**src/rtl/fetch_pkg.sv**
```systemverilog
// fetch_pkg: shared opcode type, HALT opcode and fetch FSM state encoding
// for the fetch/issue front end.
package fetch_pkg;

  localparam int OPC_W = 5;

  typedef logic [OPC_W-1:0] opcode_t;

  localparam opcode_t OPC_HALT = 5'b11111;

  typedef enum logic {
    RUN  = 1'b0,
    HALT = 1'b1
  } fetch_state_t;

endpackage

```
**src/rtl/fetch_fifo.sv**
```systemverilog
// fetch_fifo: synchronous prefetch FIFO holding {instruction, pc} entries.
// Clear empties the FIFO in one cycle and wins over push/pop. DEPTH must be a
// power of two so the pointers wrap naturally.
module fetch_fifo #(
  parameter int WIDTH = 42,
  parameter int DEPTH = 4,
  localparam int PTR_W = $clog2(DEPTH),
  localparam int CNT_W = PTR_W + 1
) (
  input  logic             clk,
  input  logic             rst,
  input  logic             push,
  input  logic             pop,
  input  logic             clear,
  input  logic [WIDTH-1:0] wdata,
  output logic [WIDTH-1:0] rdata,
  output logic [CNT_W-1:0] count,
  output logic             empty
);

  logic [WIDTH-1:0] mem_q [DEPTH];
  logic [PTR_W-1:0] wr_ptr_q, wr_ptr_d;
  logic [PTR_W-1:0] rd_ptr_q, rd_ptr_d;
  logic [CNT_W-1:0] count_q, count_d;

  // Next pointer/occupancy values from push, pop and clear.
  always_comb begin
    // NOTE: every variable gets a default first so no path leaves it unassigned (no latch).
    wr_ptr_d = wr_ptr_q;
    rd_ptr_d = rd_ptr_q;
    count_d  = count_q;
    if (clear) begin
      wr_ptr_d = '0;
      rd_ptr_d = '0;
      count_d  = '0;
    end else begin
      if (push) wr_ptr_d = wr_ptr_q + PTR_W'(1);
      if (pop)  rd_ptr_d = rd_ptr_q + PTR_W'(1);
      case ({push, pop})
        2'b10:   count_d = count_q + CNT_W'(1);
        2'b01:   count_d = count_q - CNT_W'(1);
        default: count_d = count_q;
      endcase
    end
  end

  // Pointer and occupancy registers.
  always_ff @(posedge clk) begin
    // NOTE: sequential state uses non-blocking assignments so every flop samples pre-edge values.
    if (rst) begin
      wr_ptr_q <= '0;
      rd_ptr_q <= '0;
      count_q  <= '0;
    end else begin
      wr_ptr_q <= wr_ptr_d;
      rd_ptr_q <= rd_ptr_d;
      count_q  <= count_d;
    end
  end

  // Entry storage.
  always_ff @(posedge clk) begin
    // NOTE: storage is not reset; occupancy is, and an entry is never read before it is written.
    if (push && !clear) mem_q[wr_ptr_q] <= wdata;
  end

  assign rdata = mem_q[rd_ptr_q];
  assign count = count_q;
  assign empty = (count_q == '0);

endmodule

```
**src/rtl/fetch_issue_unit.sv**
```systemverilog
// fetch_issue_unit: instruction fetch/issue front end. Walks a word PC,
// requests imem (1-cycle read latency), buffers returned words with their PC
// in a prefetch FIFO and issues the FIFO head to decode over valid/ready.
// Requests are credit-limited so the FIFO can never overflow; a redirect
// clears the FIFO and kills the in-flight response.
// Optional feature: define FETCH_HALT_EN to stop fetching after a pushed
// OPC_HALT word (exit via rst or redirect).
module fetch_issue_unit
  import fetch_pkg::*;
#(
  parameter int INSTR_W    = 32,
  parameter int ADDR_W     = 10,
  parameter int FIFO_DEPTH = 4
) (
  input  logic                          clk,
  input  logic                          rst,
  output logic                          imem_req,
  output logic [ADDR_W-1:0]             imem_addr,
  input  logic [INSTR_W-1:0]            imem_rdata,
  input  logic                          redirect_valid,
  input  logic [ADDR_W-1:0]             redirect_pc,
  output logic                          instr_valid,
  input  logic                          instr_ready,
  output logic [INSTR_W-1:0]            instr,
  output logic [4:0]                    Opcode,
  output logic [ADDR_W-1:0]             instr_pc,
  output logic [$clog2(FIFO_DEPTH):0]   fifo_count,
  output logic                          halted
);

  localparam int CNT_W   = $clog2(FIFO_DEPTH) + 1;
  localparam int ENTRY_W = INSTR_W + ADDR_W;

  logic [ADDR_W-1:0]  pc_q, pc_d;
  logic [ADDR_W-1:0]  req_pc_q, req_pc_d;
  logic               inflight_q, inflight_d;
  logic               fetch_run;
  logic               kill;
  logic               push;
  logic               pop;
  logic               fifo_empty;
  logic [CNT_W-1:0]   count;
  logic [CNT_W:0]     credit_sum;
  logic [ENTRY_W-1:0] head;

  // A returning word is dropped when a redirect lands on it or fetch has halted.
  assign kill = redirect_valid || !fetch_run;
  assign push = inflight_q && !kill;

  // Occupancy plus the outstanding response must leave room for one more word.
  assign credit_sum = {1'b0, count} + {{CNT_W{1'b0}}, inflight_q};
  assign imem_req   = !rst && fetch_run && !redirect_valid &&
                      (credit_sum < (CNT_W+1)'(FIFO_DEPTH));
  assign imem_addr  = pc_q;

  // Issue side: head of FIFO, outputs held at zero while the slot is empty.
  assign instr_valid = !fifo_empty;
  assign pop         = instr_valid && instr_ready;
  assign instr       = instr_valid ? head[ENTRY_W-1 -: INSTR_W] : '0;
  assign instr_pc    = instr_valid ? head[ADDR_W-1:0] : '0;
  assign Opcode      = instr[INSTR_W-1 -: OPC_W];
  assign fifo_count  = count;

  // Next PC, PC of the outstanding request, and in-flight flag.
  always_comb begin
    pc_d       = pc_q;
    req_pc_d   = req_pc_q;
    inflight_d = imem_req;
    if (redirect_valid) begin
      pc_d = redirect_pc;
    end else if (imem_req) begin
      pc_d     = pc_q + ADDR_W'(1);
      req_pc_d = pc_q;
    end
  end

  // PC and request-tracking registers.
  always_ff @(posedge clk) begin
    if (rst) begin
      pc_q       <= '0;
      req_pc_q   <= '0;
      inflight_q <= 1'b0;
    end else begin
      pc_q       <= pc_d;
      req_pc_q   <= req_pc_d;
      inflight_q <= inflight_d;
    end
  end

`ifdef FETCH_HALT_EN
  fetch_state_t state_q, state_d;
  opcode_t      rdata_opc;

  assign rdata_opc = imem_rdata[INSTR_W-1 -: OPC_W];

  // RUN/HALT transitions: a pushed HALT word stops fetch, redirect resumes it.
  always_comb begin
    state_d = state_q;
    if (redirect_valid) begin
      state_d = RUN;
    end else if (push && (rdata_opc == OPC_HALT)) begin
      state_d = HALT;
    end
  end

  // Fetch state register; halted is read straight from it.
  always_ff @(posedge clk) begin
    if (rst) state_q <= RUN;
    else     state_q <= state_d;
  end

  assign fetch_run = (state_q == RUN);
  assign halted    = (state_q == HALT);
`else
  assign fetch_run = 1'b1;
  assign halted    = 1'b0;
`endif

  fetch_fifo #(
    .WIDTH (ENTRY_W),
    .DEPTH (FIFO_DEPTH)
  ) u_fifo (
    .clk   (clk),
    .rst   (rst),
    .push  (push),
    .pop   (pop),
    .clear (redirect_valid),
    .wdata ({imem_rdata, req_pc_q}),
    .rdata (head),
    .count (count),
    .empty (fifo_empty)
  );

endmodule

```
**config.mk**
```make
export PLATFORM = sky130hd
export DESIGN_NAME = fetch_issue_unit
export DESIGN_NICKNAME = d
export VERILOG_FILES = /design/src/rtl/fetch_pkg.sv /design/src/rtl/fetch_fifo.sv /design/src/rtl/fetch_issue_unit.sv
export SDC_FILE = /design/constraint.sdc
export NUM_CORES = 1
export LEC_CHECK = 0
export ABC_CLOCK_PERIOD_IN_PS = 2600
export BUFFER_PORTS_ARGS = -buffer_cell sky130_fd_sc_hd__buf_2
export CORE_MARGIN = 8
export CORE_UTILIZATION = 35
export CTS_BUF_LIST = sky130_fd_sc_hd__clkbuf_4
export CTS_CLUSTER_SIZE = 40
export DETAILED_ROUTE_END_ITERATION = 16
export HOLD_SLACK_MARGIN = 0.1
export PLACE_DENSITY = 0.63
export SETUP_SLACK_MARGIN = 0.02
export SLEW_MARGIN = 10
export SYNTH_ARGS = -nofsm -noshare
export SYNTH_HDL_FRONTEND = slang
export SYNTH_SLANG_ARGS = --single-unit
```
**constraint.sdc**
```tcl
create_clock -name clk -period 2.6 [get_ports clk]
set_input_delay 0.26 -clock clk [delete_from_list [all_inputs] [get_ports clk]]
set_output_delay 0.26 -clock clk [all_outputs]
set_load 0.1 [all_outputs]
```
==> impl_metrics.env <==
export IMPL_synth_area_leader_cell="edfxtp_1"
export IMPL_use_met2_pct=20.4
export IMPL_syn_avg_cell_area_um2=17.6
export IMPL_critPathCapture="imem_addr[2]"
export IMPL_p_int_mw=4.19
export IMPL_ff2ff_setup_slack_ns=0.21
export IMPL_maxSlewHeadroom_pct=66.4
export IMPL_swShare_pct=24.1
export IMPL_cts_max_level=4
export IMPL_cts_buffer_depth=2
export IMPL_wl_per_cell_um=17.5
export IMPL_critPathKind="in -> reg"
export IMPL_combPwrFrac_pct=9.6
export IMPL_die_h_um=165
export IMPL_cts_root_buf="clkbuf_4"
export IMPL_p_leak_nw=3.52
export IMPL_syn_inst=442
export IMPL_synth_edff_count=168
export IMPL_slew_violations=0
export IMPL_synthTopCellsByArea="edfxtp_1 65%, mux4_2 12%, dfxtp_1 7.7%"
export IMPL_grt_overflow=0
export IMPL_tritoncts="yes"
export IMPL_hold_viol_final=0
export IMPL_power_mw=5.52
export IMPL_dp_hpwl_mm=9.93
export IMPL_routed_wl_mm=15.7
export IMPL_skew_ns=0.0202
export IMPL_antenna_found_initial=1
export IMPL_drive_gt1_share_pct=35.4
export IMPL_peakVddDrop_mv=0.242
export IMPL_postRouteAntennaNets=0
export IMPL_drcViolationCount=0
export IMPL_firstDrtPassIters=7
export IMPL_critical_path_arrival_ns=2.89
export IMPL_ys_ff_latch=198
export IMPL_vias=4305
export IMPL_layout_min_cycle_time_ns=2.44
export IMPL_required_ns=3.05
export IMPL_status="completed"
export IMPL_crit_start="rst"
export IMPL_fin_tns_setup_ns=0
export IMPL_rr_worst_depth=7
export IMPL_clock_sinks=198
export IMPL_grt_use_met1_pct=14.6
export IMPL_die_w_um=165
export IMPL_coreArea_um2=21800
export IMPL_worst_pin_slew_ns=0.503
export IMPL_io_buffer_count=107
export IMPL_grt_max_degree=45
export IMPL_ys_warn_count=0
export IMPL_vias_per_cell=4.79
export IMPL_pwr_share_seq_pct=63.4
export IMPL_ys_types=46
export IMPL_async_flop_share_pct=0
export IMPL_max_freq_ghz=0.411
export IMPL_use_met3_pct=3.07
export IMPL_rsz0062_at_grt="no"
export IMPL_p_switching_mw=1.33
export IMPL_syn_cell_area_um2=7800
export IMPL_synthFlopType="edfxtp_1"
export IMPL_crit_fanout=22
export IMPL_seq_area_frac_synth_pct=72.4
export IMPL_area_growth_syn_to_layout_pct=31.5
export IMPL_worst_setup_path_end_kind="register"
export IMPL_critPathLaunchType="input pin"
export IMPL_synth_top_area_share_pct=64.7
export IMPL_cts_buffers=17
export IMPL_global_route_usage_total_pct=12.0
export IMPL_grt_pass1_vias=4555
export IMPL_setup_violations=0
export IMPL_die_area_um2=27300
export IMPL_synth_fp_nets=495
export IMPL_max_cap_violations=0
export IMPL_initial_core_util_pct=35.7
export IMPL_hp_class="in -> reg"
export IMPL_clockPowerShare_pct=27.0
export IMPL_first_iter_violations=224
export IMPL_clk_latency_ns=0.55
export IMPL_grt_busiest_layer="met2"
export IMPL_fin_crit_sh_pct=93.7
export IMPL_clkTransAtPathRegs_ns=0.15
export IMPL_row_count=54
export IMPL_power_density_nw_per_um2=538
export IMPL_r2r_end="imem_addr[2]"
export IMPL_globalplace_congestion=0.831
export IMPL_r2r_start="inflight_q"
export IMPL_finalNetCount=657
export IMPL_ios=109
export IMPL_grt_pass1_wl_mm=24.8
-- layer usage --
metal | routed length (um) | share of wire (%)
met5 | 0 | 0
met4 | 207 | 1.3
met3 | 796 | 5.1
met2 | 7870 | 50
met1 | 6800 | 43
-- Yosys cell counts, types with 3 or more instances --
| cell | count |
|---|---|
| a21oi_1 | 17 |
| a31oi_1 | 4 |
| and2_1 | 46 |
| and3_1 | 3 |
| buf_2 | 4 |
| buf_4 | 10 |
| clkbuf_1 | 11 |
| dfxtp_1 | 30 |
| edfxtp_1 | 168 |
| ha_1 | 6 |
| inv_1 | 12 |
| mux4_2 | 42 |
| nand2_1 | 29 |
| nand3_1 | 3 |
| nand4_1 | 3 |
| nor2_1 | 10 |
| nor2b_1 | 4 |
| o21ai_0 | 4 |
| or3_1 | 4 |
| xor2_1 | 3 |
-- worst min path at each step --
stage,from,to,slack (ns),cells after the start
after floorplan,imem_rdata[0],u_fifo.mem_q[0][10],0.36,0
final,redirect_valid,imem_addr[4],0.23,3
after detailed placement,imem_rdata[15],u_fifo.mem_q[0][25],0.48,1
after global routing,redirect_valid,imem_addr[0],0.19,2
after CTS,redirect_valid,imem_addr[4],0.15,3
after global placement,imem_rdata[26],u_fifo.mem_q[0][36],0.47,1
-- through the flow --
| stage | std cells | utilization [%] | cell area, um2 | hold slack, ns | setup WS (ns) |
|---|---|---|---|---|---|
| detailed placement | 809 | 43.1 | 9410 | 0.480 | 0.455 |
| finish | 898 | 47.0 | 10300 | 0.228 | 0.164 |
| CTS | 896 | 46.9 | 10200 | 0.149 | 0.0934 |
| global route | 898 | 47.0 | 10300 | 0.194 | 0.0417 |
| floorplan | 442 | - | 7820 | 0.359 | 0.103 |
| global placement | 809 | 43.1 | 9410 | 0.471 | 0.523 |
-- power groups by stage --
stage	sequential (mW)	clock (mW)	combinational, mW
global route	3.50	1.68	0.561
CTS	3.50	1.56	0.534
finish	3.50	1.49	0.531
global placement	3.57	0	0.454
floorplan	3.64	0	0.230
detailed placement	3.57	0	0.464
-- area by class of cell --
| class | count | area [um2] |
|---|---|---|
| Antenna cell | 2 | 5.00 |
| Clock buffer | 21 | 158 |
| Clock inverter | 10 | 100 |
| Fill cell | 1838 | 11600 |
| Inverter | 12 | 45.0 |
| Multi-Input combinational cell | 203 | 1960 |
| Sequential cell | 198 | 5660 |
| Tap cell | 280 | 350 |
| Timing Repair Buffer | 172 | 1980 |
-- flip-flops by register name (all words and copies together) (netlist names), named ones only --
signal	flops
imem_addr	10
u_fifo.mem_q	168
u_fifo.rd_ptr_q	2
u_fifo.wr_ptr_q	2
u_fifo.count	3
req_pc_q	10
inflight_q	1
-- kinds of logic (layout without fill, tap and decap cells) --
kind of cell,count (synthesis),in the layout,synth area share [%]
AOI/OAI and AO/OA,35,35,2.74
xor gates and xnor gates,5,5,0.562
adders and majority gates,7,7,1.22
buffers and inverters,41,215,2.73
DFF,198,198,72.4
muxes,44,44,12.4
other,1,3,0.0481
and+or+nand+nor,111,111,7.91
-- critical path, cell delays in order --
cell and delay, ns:
dlygate4sd3_1 0.52, buf_2 0.38, nor3_4 0.09, nand2_1 0.34
inv_1 0.11, buf_4 0.22, a222oi_1 0.31, nor2_1 0.08
dlygate4sd3_1 0.58
-- what timing repair did --
action,in CTS,in global routing
resized for setup,2,2
setup endpoints to repair,42,2
hold endpoints to repair,152,0
hold buffers,55,0
cloned,0,0
setup buffers,1,0
-- layout by cell type (no fill, tap or decap), drive strengths merged, types with 2 or more instances in the layout --
cell type | synthesis | layout
inv | 12 | 14
or3 | 4 | 4
nor3 | 2 | 2
nand2 | 29 | 29
xor2 | 3 | 3
nand3b | 2 | 2
clkinv | 0 | 4
ha | 6 | 6
nand4 | 3 | 3
nand3 | 4 | 4
xnor2 | 2 | 2
a21oi | 17 | 17
clkinvlp | 0 | 3
clkbuf | 12 | 22
a22oi | 2 | 2
edfxtp | 168 | 168
a31oi | 4 | 4
o21ai | 4 | 4
mux4 | 42 | 42
buf | 17 | 116
dlygate4sd3 | 0 | 55
nor2 | 10 | 10
and2 | 47 | 47
dfxtp | 30 | 30
and3 | 3 | 3
diode | 0 | 2
nor2b | 4 | 4
No activity file was read; power rests on OpenSTA's default activity.
